===== src/rtl/bch_pkg.sv =====
// Shared BCH(63,51) t=2 constants and types.
// Used by the serial encoder and intended for the later syndrome/decoder stage.
//   BCH_N    : codeword length in bits
//   BCH_K    : message length in bits
//   BCH_NPAR : number of parity bits (BCH_N - BCH_K)
//   BCH_GEN  : generator polynomial, bit i = coefficient of x^i
//              g(x) = x^12 + x^10 + x^8 + x^5 + x^4 + x^3 + 1 (octal 12471)
package bch_pkg;

  localparam int          BCH_N    = 63;
  localparam int          BCH_K    = 51;
  localparam int          BCH_NPAR = 12;
  localparam logic [12:0] BCH_GEN  = 13'b1010100111001;

  // Encoder phase: passing message bits through, or emitting parity bits.
  typedef enum logic {
    PH_MSG = 1'b0,
    PH_PAR = 1'b1
  } bch_phase_t;

endpackage


===== src/rtl/bch_parity_lfsr.sv =====
// Division LFSR holding the running parity remainder of a systematic BCH encoder.
//   clk      : clock, rising edge
//   rst      : asynchronous active-high reset, clears the remainder
//   shift_en : advance the register by one bit this cycle
//   fb_en    : 1 = divide (message phase), 0 = plain shift-out (parity phase)
//   din      : incoming message bit, used only when fb_en = 1
//   clear    : synchronous clear, wins over shift_en
//   msb      : remainder bit x^(NPAR-1), i.e. the next parity bit to emit
module bch_parity_lfsr
  import bch_pkg::*;
#(
  parameter int             NPAR = BCH_NPAR,
  parameter logic [NPAR:0]  GEN  = BCH_GEN
) (
  input  logic clk,
  input  logic rst,
  input  logic shift_en,
  input  logic fb_en,
  input  logic din,
  input  logic clear,
  output logic msb
);

  logic [NPAR-1:0] rem;
  logic            fb;

  // With fb_en low the feedback is forced to zero, so the same register
  // shifts the finished remainder out MSB first during the parity phase.
  assign fb  = fb_en & (din ^ rem[NPAR-1]);
  assign msb = rem[NPAR-1];

  always_ff @(posedge clk or posedge rst) begin
    if (rst) begin
      rem <= '0;
    end else if (clear) begin
      rem <= '0;
    end else if (shift_en) begin
      rem <= {rem[NPAR-2:0], 1'b0} ^ (fb ? GEN[NPAR-1:0] : '0);
    end
  end

endmodule


===== src/rtl/bch_enc_serial.sv =====
// Serial systematic BCH(63,51), t=2 encoder.
// Each codeword is the 51 message bits passed through unchanged (first bit is
// the x^62 coefficient), followed by 12 parity bits sent x^11 first.
//   clk       : clock, rising edge
//   rst       : asynchronous active-high reset
//   valid_in  : upstream message bit valid
//   data_in   : upstream message bit
//   ready_in  : encoder accepts data_in this cycle
//   ready_out : downstream accepts data_out this cycle
//   valid_out : data_out valid
//   data_out  : codeword bit
//   last_out  : high with the 63rd (final) codeword bit
//   dbg_phase : current phase (PH_MSG / PH_PAR)
//   dbg_cnt   : bit counter within the current phase
//
// Handshake: a beat moves on a rising edge where valid and ready are both high
// on the same side; neither side may make its valid depend on seeing ready
// later. In PH_MSG the input and output handshakes are the same beat
// (zero-latency pass-through). In PH_PAR valid_out is held high, ready_in is
// low, and data_out/last_out stay fixed until ready_out takes the bit.
module bch_enc_serial
  import bch_pkg::*;
#(
  parameter int            N        = BCH_N,
  parameter int            K        = BCH_K,
  parameter logic [N-K:0]  GEN_POLY = BCH_GEN
) (
  input  logic                   clk,
  input  logic                   rst,
  input  logic                   valid_in,
  input  logic                   data_in,
  output logic                   ready_in,
  input  logic                   ready_out,
  output logic                   valid_out,
  output logic                   data_out,
  output logic                   last_out,
  output bch_phase_t             dbg_phase,
  output logic [$clog2(N)-1:0]   dbg_cnt
);

  localparam int NPAR = N - K;
  localparam int CW   = $clog2(N);

  bch_phase_t      phase;
  logic [CW-1:0]   cnt;
  logic            xfer;
  logic            wrap;
  logic            par_msb;

  // Output muxing and transfer detection. In PH_PAR every output comes from
  // registers only; in PH_MSG the data path is combinational.
  always_comb begin
    ready_in  = 1'b0;
    valid_out = 1'b1;
    data_out  = par_msb;
    last_out  = 1'b0;
    xfer      = ready_out;
    wrap      = 1'b0;
    if (phase == PH_MSG) begin
      ready_in  = ready_out;
      valid_out = valid_in;
      data_out  = data_in;
      xfer      = valid_in && ready_out;
      wrap      = xfer && (cnt == CW'(K - 1));
    end else begin
      last_out  = (cnt == CW'(NPAR - 1));
      wrap      = xfer && last_out;
    end
  end

  // Phase FSM and per-phase bit counter; idle cycles leave state untouched.
  always_ff @(posedge clk or posedge rst) begin
    if (rst) begin
      phase <= PH_MSG;
      cnt   <= '0;
    end else if (xfer) begin
      if (wrap) begin
        cnt   <= '0;
        phase <= (phase == PH_MSG) ? PH_PAR : PH_MSG;
      end else begin
        cnt   <= cnt + 1'b1;
      end
    end
  end

  // The remainder is cleared on the final parity beat so a new message can
  // start on the very next cycle.
  bch_parity_lfsr #(
    .NPAR (NPAR),
    .GEN  (GEN_POLY)
  ) u_lfsr (
    .clk      (clk),
    .rst      (rst),
    .shift_en (xfer),
    .fb_en    (phase == PH_MSG),
    .din      (data_in),
    .clear    (wrap && (phase == PH_PAR)),
    .msb      (par_msb)
  );

  assign dbg_phase = phase;
  assign dbg_cnt   = cnt;

endmodule


===== config.mk =====
export PLATFORM = sky130hd
export DESIGN_NAME = bch_enc_serial
export DESIGN_NICKNAME = d
export VERILOG_FILES = /design/src/rtl/bch_pkg.sv /design/src/rtl/bch_parity_lfsr.sv /design/src/rtl/bch_enc_serial.sv
export SDC_FILE = /design/constraint.sdc
export NUM_CORES = 1
export LEC_CHECK = 0
export CAP_MARGIN = 15
export CELL_PAD_IN_SITES_DETAIL_PLACEMENT = 2
export CELL_PAD_IN_SITES_GLOBAL_PLACEMENT = 2
export CORE_MARGIN = 1.5
export CORE_UTILIZATION = 41
export CTS_CLUSTER_SIZE = 8
export DETAILED_ROUTE_END_ITERATION = 8
export DONT_BUFFER_PORTS = 1
export GPL_ROUTABILITY_DRIVEN = 0
export PLACE_DENSITY = 0.78
export SETUP_SLACK_MARGIN = 0.1
export SLEW_MARGIN = 20
export SYNTH_ARGS = -nofsm -noshare
export SYNTH_HDL_FRONTEND = slang
export SYNTH_HIERARCHICAL = 1
export SYNTH_SLANG_ARGS = --single-unit

===== constraint.sdc =====
create_clock -name clk -period 4.2 [get_ports clk]
set_input_delay 1.26 -clock clk [delete_from_list [all_inputs] [get_ports clk]]
set_output_delay 1.26 -clock clk [all_outputs]
set_load 0.05 [all_outputs]

=== Word-level counts from Yosys, hierarchy flattened ===
Index checks and enable logic that the tools add are counted.

* Flip-flop bits (word level): 19
* Latch bits: 0
* RAM bits: 0
* ROM bits: 0
* Input bits: 5
* Word-level logic and storage cells: 27
* Memories kept: 0

* Add/subtract/negate cells: 1
* Multiply operators: 0
* Divide/modulo/power cells: 0
* Magnitude comparators: 0
* Equal/unequal tests: 2
* Shift operators: 0
* Mux-type cells: 11
* Bitwise logic cells: 4
* Reduce and logical (&&, ||, !) cells: 6

{| class="wikitable"
|+ Operator list
! kind !! number
|-
| two-way mux 12 bit || 2
|-
| bitwise XOR 12 bit || 1
|-
| two-way mux 11 bit || 1
|-
| two-way mux 1 bit || 7
|-
| adder 6 x 1 -> 6 bit (second input constant) || 1
|-
| equality test 6 x 4 -> 1 bit (second input constant) || 1
|-
| equality test 6 bit (second input constant) || 1
|-
| two-way mux 6 bit || 1
|-
| logical AND 1 bit || 4
|-
| AND reduction 2 bit || 1
|-
| nonzero test 2 bit || 1
|-
| AND 1 bit || 1
|-
| NOT 1 bit || 1
|-
| bitwise XOR 1 bit || 1
|}

=== Depth between registers and ports, before layout ===
Gate-level depths: netlist (run 1).

* Depth after elaboration: 6
* Mapped depth: 7

=== Cells and area by module ===
Netlist (run 1), hierarchy kept.

{| class="wikitable"
|+ By module, submodules not included
! module !! times used !! cells each !! area an instance (µm²) !! sequential area each (µm²)
|-
| bch_parity_lfsr || 1 || 54 || 563.0 || 300.3
|-
| bch_enc_serial || 1 || 48 || 461.7 || 175.2
|}

=== Worst setup path after synthesis (run 1) ===
Ideal clock, no wire load.

* Path kind: register -> output
* Start: register cnt[1] (netlist: dbg_cnt[1])
* End: output last_out
* Arrival time: 2.189 ns
* Required time: 2.940 ns
* Path slack: 0.751 ns
* Stages on the path, launching flop included: 4
* Cell sequence: dfrtp_1 ha_1 nand4bb_1 nor3_1

* Word-level cells in the longest chain between the ends: 2

{| class="wikitable"
|+ Ends and longest elaborated chain
! what !! line !! RTL
|-
| start, declared || bch_enc_serial.sv:45 || <nowiki>logic [CW-1:0] cnt;</nowiki>
|-
| start signal, assigned || bch_enc_serial.sv:81 || <nowiki>cnt <= cnt + 1'b1;</nowiki>
|-
| equality test 6 x 4 -> 1 bit || bch_enc_serial.sv:66 || <nowiki>last_out = (cnt == CW'(NPAR - 1));</nowiki>
|-
| two-way mux 1 bit || bch_enc_serial.sv:59 || <nowiki>if (phase == PH_MSG) begin</nowiki>
|-
| end, declared || bch_enc_serial.sv:36 || <nowiki>output logic last_out,</nowiki>
|}

Every way passes these cells.

=== Worst setup path after layout (run 1) ===
* Start: register cnt[0] (netlist: dbg_cnt[0])
* End: output last_out

Same word-level chain as after synthesis.

==> impl_metrics.toml, run 1 <==
[timing]
tightest_slew_ns = 0.739
finalSetupViolations = 0
fin_crit_ns = 3.21
rsz0062_at_grt = "no"
fin_crit_sh_pct = 76.4
slew_viol_final = 0
finalHoldViolations = 0
maxSlewHeadroom_pct = 50.4
fin_tns_setup_ns = 0
fin_skew_ns = 0.00129
fmax_mhz = 312

[layout]
fillCellCount = 240
fin_util_pct = 47.7
diodes = 0
drive_gt1_share_pct = 13.3
multiInputGateArea_um2 = 490
nets = 113
syn_to_final_growth_pct = 5.86
regArea_um2 = 475

[clock_network]
cts_tree = "yes"
postCtsHoldBufs = 0
clockBufferDepth = 2
root_buffer = "clkbuf_4"
clkTransAtPathRegs_ns = 0.11
numCtsBuffers = 3
h-tree-depth = 1
cts_resized = 0
clock_latency_ns = 0.30
post-cts-setup-buffers = 0
cts_sinks = 19

[die]
die_y_um = 53.0
die_area_mm2 = 0.00281
start_util_pct = 45.0
die_w_um = 53.0
core_area_mm2 = 0.00228
ios = 16
rows = 17

[logic_synthesis]
synth_seq_cells = 19
netlist_top_cells_count = "19 x dfrtp_1, 11 x nor2_1, 10 x o21ai_0, 7 x inv_1, 7 x or3_1"
avgSynthCellArea_um2 = 10.0
synth_cells = 102
ys_types = 34
ys_top_cells_by_area = "dfrtp_1 46%, mux2i_1 5.9%, o21ai_0 4.9%"
synth_nets = 109
synth_area_leader_cell = "dfrtp_1"
ys.flop_type = "dfrtp_1"
ys_seq_area_share_pct = 46.4
synth_edf_count = 0
synth_warnings = 6
yosysMostFrequentCell = "dfrtp_1"
synth_area_mm2 = 0.00102
synth_async_sr_flop_share_pct = 100
synth_top_cell_area_share_pct = 46.4

[detailed_routing]
postRouteAntennaNets = 0
drt-initial-drc-count = 7
via_count = 809
drc = 0
via_per_inst = 6.08
drtPass1Iterations = 4
wl_per_cell_um = 18.6
wirelength_um = 2470

[critical_path]
cp-end-kind = "output pin"
cp_top_family = "flip-flops"
startpoint_type = "flip-flop"
cp.arrival_ns = 1.95
crit_fanout = 6
path_buf_inv = 1
critPathKind = "reg -> out"
max_stage_delay_ns = 0.74
critPathRequiredTime_ns = 2.94
slowest_stage = "dfrtp_1"
path_cells = "ha_1 > nand4bb_1 > nor3_1 > buf_4"

[global_route]
grt_max_degree = 19
grt_pass1_wl_um = 4120
gr-usage-all-layers_pct = 21.2
antenna_found_initial = 0
first_global_vias = 839
grt_overflow = 0

[status]
status = "completed"

[job]
cap_viol_max_count = 0

[placement]
port_buffers = 0
dp_hpwl_um = 1800

[worst_hold_path]
min-delay-path-class = "reg -> reg"

[power_and_ir_drop]
p_per_area_mw_per_mm2 = 635
ir_drop_mv = 0.310
power.leakage_nw = 0.447
==> metal layers <==
layer	wire length [um]	share of wire [%]	GRT usage, %	up-vias
met5	0	0	0	-
met4	45	1.8	10.3	0
met3	61	2.5	3.39	5
met2	1140	46	32.1	10
met1	1220	49	29.5	416
li1	-	-	-	378
==> final cells by class <==
| cell class | count | share of cell area (%) |
|---|---|---|
| Multi-Input combinational cell | 71 | 45.2 |
| Sequential cell | 19 | 43.8 |
| Tap cell | 28 | 3.23 |
| Clock inverter | 1 | 0.461 |
| Timing Repair Buffer | 4 | 2.77 |
| Clock buffer | 3 | 2.08 |
| Inverter | 7 | 2.42 |
==> per-stage QoR <==
step / area [um2] / std cells / total power, mW / setup slack [ns] / hold WS (ns)
2_1_floorplan: 1020 / 102 / 0.542 / 0.751 / 0.486
3_3_place_gp: 1060 / 129 / 0.575 / 1.28 / 0.502
3_5_place_dp: 1060 / 129 / 0.599 / 1.28 / 0.524
4_1_cts: 1080 / 133 / 0.698 / 0.964 / 0.552
5_1_grt: 1080 / 133 / 0.737 / 0.885 / 0.597
6_report: 1080 / 133 / 0.689 / 0.992 / 0.546
==> worst reg2reg max path, cell delays in order (launching register included) <==
cell	delay [ns]
dfrtp_1	0.74
ha_1	0.31
nand4bb_1	0.17
nor3_2	0.54
buf_4	0.29
a311oi_1	0.07
==> flip-flops by register name, summed over array words and instances, names as in the netlist <==
| signal | count |
|---|---|
| dbg_cnt | 6 |
| dbg_phase | 1 |
| u_lfsr/rem | 12 |
==> kinds of logic (layout without fill, tap and decap cells) <==
kind of cell | after synthesis | after routing | share of synthesized area (%)
xor gates and xnor gates | 2 | 2 | 1.71
AOI/OAI and AO/OA | 23 | 23 | 15.4
adders and majority gates | 2 | 2 | 2.44
and+or+nand+nor | 37 | 37 | 21.4
muxes | 7 | 7 | 6.96
buffers and inverters | 12 | 15 | 5.74
DFF | 19 | 19 | 46.4
==> layout by cell type (no fill, tap or decap), drive strengths merged, types with 4 or more instances in the layout <==
| cell | netlist | layout |
|---|---|---|
| dfrtp | 19 | 19 |
| nor2 | 11 | 11 |
| o21ai | 10 | 10 |
| or3 | 8 | 8 |
| inv | 7 | 7 |
| mux2i | 6 | 6 |
| a311oi | 5 | 5 |
| nand2 | 4 | 4 |
| buf | 4 | 4 |
==> path summary, 6_finish.rpt <==
kind / cells after the start / startpoint / slack [ns] / end
max in group asynchronous: 1 / rst / 3.02 / u_lfsr/rem[9]
max: 4 / dbg_cnt[0] / 0.99 / last_out
max reg2reg: 5 / dbg_cnt[0] / 1.92 / u_lfsr/rem[5]
min: 2 / u_lfsr/rem[5] / 0.55 / u_lfsr/rem[6]
min in group asynchronous: 1 / rst / 0.78 / dbg_cnt[5]
min reg2reg: 2 / u_lfsr/rem[5] / 0.55 / u_lfsr/rem[6]
==> report_power, final <==
group | internal (mW) | switching, mW
Clock | 0.0355 | 0.0584
Combinational | 0.0872 | 0.126
Sequential | 0.256 | 0.126
No activity file was read; power rests on OpenSTA's default activity.
==> inputs of run 2 (changes only) <==
--- a/config.mk
+++ b/config.mk
@@ -5,16 +5,17 @@
 export SDC_FILE = /design/constraint.sdc
 export NUM_CORES = 1
 export LEC_CHECK = 0
+export ABC_AREA = 1
 export CAP_MARGIN = 15
 export CELL_PAD_IN_SITES_DETAIL_PLACEMENT = 2
 export CELL_PAD_IN_SITES_GLOBAL_PLACEMENT = 2
 export CORE_MARGIN = 1.5
-export CORE_UTILIZATION = 41
+export CORE_UTILIZATION = 31
 export CTS_CLUSTER_SIZE = 8
 export DETAILED_ROUTE_END_ITERATION = 8
 export DONT_BUFFER_PORTS = 1
 export GPL_ROUTABILITY_DRIVEN = 0
-export PLACE_DENSITY = 0.78
+export PLACE_DENSITY = 0.68
 export SETUP_SLACK_MARGIN = 0.1
 export SLEW_MARGIN = 20
 export SYNTH_ARGS = -nofsm -noshare
==> constraint.sdc (replaced) <==
create_clock -name clk -period 2.6 [get_ports clk]
set_input_delay 0.78 -clock clk [delete_from_list [all_inputs] [get_ports clk]]
set_output_delay 0.78 -clock clk [all_outputs]
set_load 0.05 [all_outputs]
==> impl_metrics.toml, run 2 <==
[detailed_routing]
via_per_inst = 4.92
drtPass1Iterations = 4
via_count = 944
wirelength_um = 2740
postRouteAntennaNets = 0
drt-initial-drc-count = 15
wl_per_cell_um = 14.3
drc = 0

[timing]
rsz0062_at_grt = "no"
fmax_mhz = 454
maxSlewHeadroom_pct = 67.7
fin_crit_sh_pct = 84.7
finalSetupViolations = 0
fin_crit_ns = 2.20
finalHoldViolations = 0
tightest_slew_ns = 0.485
fin_tns_setup_ns = 0
fin_ws_ns = 0.397
whs_ns = 0.278
slew_viol_final = 0
fin_skew_ns = 0.00184

[placement]
dp_hpwl_um = 2200
place_inst = 188
postPlaceCellArea_mm2 = 0.00117
dpl_worst_slack_ns = 0.636
port_buffers = 0

[global_route]
first_global_vias = 1021
top_usage_layer = "met2"
gr-usage-met2_pct = 28.4
gr-usage-all-layers_pct = 18.2
antenna_found_initial = 0
met3_usage_pct = 2.52
grt_max_degree = 13
grt_use_met1_pct = 25.5
grt_overflow = 0
grt_pass1_wl_um = 4930

[logic_synthesis]
synth_cells = 135
avgSynthCellArea_um2 = 7.75
synth_top_cell_area_share_pct = 45.5
synth_warnings = 6
ys_top_cells_by_area = "dfrtp_1 45%, nand2_1 14%, inv_1 5.0%"
netlist_top_cells_count = "39 x nand2_1, 19 x dfrtp_1, 14 x inv_1, 11 x nor2_1, 10 x nand3_1"
ys.flop_type = "dfrtp_1"
synth_async_sr_flop_share_pct = 100
ys_seq_area_share_pct = 45.5
synth_nets = 142
ys_types = 21
synth_area_leader_cell = "dfrtp_1"
synth_edf_count = 0
synth_seq_cells = 19
synth_area_mm2 = 0.00105
yosysMostFrequentCell = "nand2_1"

[power_and_ir_drop]
power_frac_seq_pct = 37.2
p_comb_share_pct = 50.8
p_per_area_mw_per_mm2 = 1110
clkPwrFrac_pct = 12.0
switching_power_mw = 0.656
power.total_mw = 1.33
p_int_mw = 0.675
switching_share_pct = 49.3
ir_drop_mv = 0.508
power.leakage_nw = 0.624

[critical_path]
cp.arrival_ns = 1.42
critPathKind = "reg -> out"
critPathRequiredTime_ns = 1.82
crit_fanout = 3
startpoint_type = "flip-flop"
cp-end-kind = "output pin"

[layout]
fin_cells = 192
final_cell_mix = "39 x nand2_1, 19 x dfrtp_1, 14 x inv_1"
design_area_mm2 = 0.00120
regArea_um2 = 475
diodes = 0
fillCellCount = 373
layout_commonest_cell = "nand2_1"
nets = 156
top_register = "u_lfsr/rem"
drive_gt1_share_pct = 22.3
multiInputGateArea_um2 = 487
fin_util_pct = 38.3
largest_register_ffs = 12
syn_to_final_growth_pct = 14.6

[die]
die_y_um = 61.1
die_w_um = 61.1
core_area_mm2 = 0.00313
rows = 20
ios = 16
die_area_mm2 = 0.00373
start_util_pct = 33.4

[clock_network]
numCtsBuffers = 3
h-tree-depth = 1
clkTransAtPathRegs_ns = 0.11
cts_tree = "yes"
cts_sinks = 19
root_buffer = "clkbuf_4"
clockBufferDepth = 2
postCtsHoldBufs = 0
cts_resized = 0
post-cts-setup-buffers = 0
clock_latency_ns = 0.31

[worst_hold_path]
min-delay-path-class = "in -> async"

[status]
status = "completed"

[job]
cap_viol_max_count = 0
## run 2: cell types whose count changed after synthesis, moves of 6 or more
cell / delta
nand2_1: +35
nand3_1: +9
inv_2: +8
inv_1: +7
or3_1: -7
mux2i_1: -6
nand4_1: +6
## run 2: final cells by class
| cell class | instances | area share, % |
|---|---|---|
| timing repair buffer | 9 | 5.64 |
| clock inverter | 1 | 0.418 |
| inverter | 23 | 7.20 |
| clock buffer | 3 | 1.88 |
| multi-input combinational | 93 | 40.6 |
| sequential | 19 | 39.7 |
| tap | 44 | 4.59 |
## run 2: worst paths after layout
kind	startpoint	to	slack, ns	cells after the start
max	dbg_cnt[0]	last_out	0.40	4
min	rst	dbg_cnt[0]	0.28	1
max reg2reg	dbg_cnt[0]	dbg_cnt[5]	1.03	10
min reg2reg	u_lfsr/rem[8]	u_lfsr/rem[8]	0.51	2
max in group asynchronous	rst	u_lfsr/rem[4]	1.92	1
min in group clk	u_lfsr/rem[8]	u_lfsr/rem[8]	0.51	2
## run 2: critical path, stage by stage, from the launching register on
cell and delay, ns:
dfrtp_1 0.38, ha_1 0.25, nand4_1 0.18, nor2_2 0.11, buf_4 0.20
## run 2: routing by layer
metal  vias up  share of wire (%)
met1       460                 48
met3         5                4.6
met2        25                 45
met5         -                  0
li1        454                  -
met4         0                1.9
## run 2: cells by family after synthesis
group | share of synthesized area, %
AOI/OAI and AO/OA | 6.58
DFF | 45.5
and+or+nand+nor | 36.5
buffers and inverters | 8.25
xor gates and xnor gates | 0.837
adders and majority gates | 2.39
## run 2: power groups by stage
stage | Clock [mW] | Combinational, mW | Sequential (mW)
after CTS | 0.173 | 0.690 | 0.497
after global placement | 0 | 0.668 | 0.496
after floorplan | 0 | 0.336 | 0.661
after global routing | 0.176 | 0.762 | 0.513
after detailed placement | 0 | 0.686 | 0.504
final | 0.159 | 0.676 | 0.496
==> inputs of run 3 (changes only) <==
--- a/config.mk
+++ b/config.mk
@@ -10,12 +10,12 @@
 export CELL_PAD_IN_SITES_DETAIL_PLACEMENT = 2
 export CELL_PAD_IN_SITES_GLOBAL_PLACEMENT = 2
 export CORE_MARGIN = 1.5
-export CORE_UTILIZATION = 31
+export CORE_UTILIZATION = 35
 export CTS_CLUSTER_SIZE = 8
 export DETAILED_ROUTE_END_ITERATION = 8
 export DONT_BUFFER_PORTS = 1
 export GPL_ROUTABILITY_DRIVEN = 0
-export PLACE_DENSITY = 0.68
+export PLACE_DENSITY = 0.73
 export SETUP_SLACK_MARGIN = 0.1
 export SLEW_MARGIN = 20
 export SYNTH_ARGS = -nofsm -noshare
==> constraint.sdc (replaced) <==
create_clock -name clk -period 2.1 [get_ports clk]
set_input_delay 0.63 -clock clk [delete_from_list [all_inputs] [get_ports clk]]
set_output_delay 0.63 -clock clk [all_outputs]
set_load 0.05 [all_outputs]
==> impl_metrics.toml, run 3 (same netlist as run 2, synthesis figures left out) <==
[detailed_routing]
via_count = 977
wl_per_cell_um = 17.4
wirelength_um = 3190
drc = 1
drt-initial-drc-count = 36
via_per_inst = 5.34
drtPass1Iterations = 6
postRouteAntennaNets = 0

[clock_network]
clock_latency_ns = 0.30
clockBufferDepth = 2
numCtsBuffers = 3
cts_sinks = 19
root_buffer = "clkbuf_4"
cts_tree = "yes"
clkTransAtPathRegs_ns = 0.11
h-tree-depth = 1

[timing]
tightest_slew_ns = 0.505
slew_viol_final = 0
finalHoldViolations = 0
fin_ws_ns = 0.102
fmax_mhz = 501
maxSlewHeadroom_pct = 66.3
finalSetupViolations = 0
fin_crit_sh_pct = 95.1
fin_tns_setup_ns = 0
fin_crit_ns = 2.00
fin_skew_ns = 0.00772
rsz0062_at_grt = "yes"

[die]
die_y_um = 57.7
core_area_mm2 = 0.00281
start_util_pct = 37.3
rows = 19
ios = 16
die_area_mm2 = 0.00333
die_w_um = 57.7

[layout]
final_cell_mix = "39 x nand2_1, 17 x dfrtp_1, 14 x inv_1"
nets = 160
fin_util_pct = 44.9
layout_commonest_cell = "nand2_1"
largest_register_ffs = 12
drive_gt1_share_pct = 27.0
multiInputGateArea_um2 = 507
fillCellCount = 342
diodes = 0
regArea_um2 = 478
design_area_mm2 = 0.00126
syn_to_final_growth_pct = 20.5
top_register = "u_lfsr/rem"

[status]
violations = "DRC"
status = "finished with violations"

[placement]
dp_hpwl_um = 2350
port_buffers = 0
postPlaceCellArea_mm2 = 0.00120
dpl_worst_slack_ns = 0.395

[worst_hold_path]
min-delay-path-class = "in -> async"

[power_and_ir_drop]
power.leakage_nw = 0.647
power.total_mw = 1.75
p_per_area_mw_per_mm2 = 1390
ir_drop_mv = 0.425

[critical_path]
startpoint_type = "flip-flop"
r2r_cells = 10
cp.arrival_ns = 1.37
cp-end-kind = "output pin"
crit_fanout = 2
critPathRequiredTime_ns = 1.47
critPathKind = "reg -> out"

[global_route]
gr-usage-all-layers_pct = 21.6
grt_overflow = 0
antenna_found_initial = 0
first_global_vias = 1102
grt_pass1_wl_um = 5440
grt_max_degree = 13

[job]
cap_viol_max_count = 0
==> run 3: cell types whose count changed in the layout (fill, tap and decap cells not counted), sizes merged <==
cell,change
buf,+4
==> run 3: worst max-delay path, cell delays in order (launching register included) <==
cell and delay [ns]:
dfrtp_1 0.43, nor2_2 0.16, nand4_1 0.18, nor2_4 0.15
buf_12 0.14
==> run 3: path summary, 6_finish.rpt <==
path / from / end / slack [ns]
min: rst / dbg_cnt[5] / 0.16
max reg2reg: dbg_cnt[0] / dbg_cnt[5] / 0.46
min in group clk: u_lfsr/rem[5] / u_lfsr/rem[5] / 0.52
max: dbg_cnt[5] / last_out / 0.10
max in group asynchronous: rst / u_lfsr/rem[11] / 1.53
min reg2reg: u_lfsr/rem[5] / u_lfsr/rem[5] / 0.52
==> run 3: final cells by class <==
| type | instances | share of cell area [%] |
|---|---|---|
| flip-flops and latches | 19 | 37.9 |
| well taps | 31 | 3.08 |
| repair buffers | 13 | 9.73 |
| clock buffers | 3 | 1.79 |
| clock inverters | 1 | 0.397 |
| multi-input cells | 93 | 40.2 |
| inverters | 23 | 6.85 |
==> run 3: timing repair <==
| item | in CTS | in global routing |
|---|---|---|
| pin swaps | 2 | 3 |
| hold buffers | 0 | 0 |
| setup endpoints to repair | 1 | 1 |
| setup buffers | 0 | 2 |
| resized for setup | 3 | 0 |
==> run 3: where the power goes <==
group	leakage (nW)	total (mW)	switching (mW)	internal, mW
Combinational	0.396	0.910	0.622	0.288
Clock	0.0177	0.193	0.122	0.0709
Sequential	0.233	0.652	0.127	0.525
==> run 3: stage by stage <==
stage	hold WS, ns	cells
floorplan	0.433	135
global placement	0.466	177
detailed placement	0.479	177
CTS	0.155	181
global route	0.146	183
finish	0.160	183
==> run 3: routing by layer <==
layer / track usage, % / share of wire, % / vias up
met4: 7.31 / 0.66 / 0
met1: 30.3 / 48 / 501
li1: - / - / 461
met5: 0 / 0 / -
met2: 34.6 / 49 / 13
met3: 2.90 / 2.0 / 2
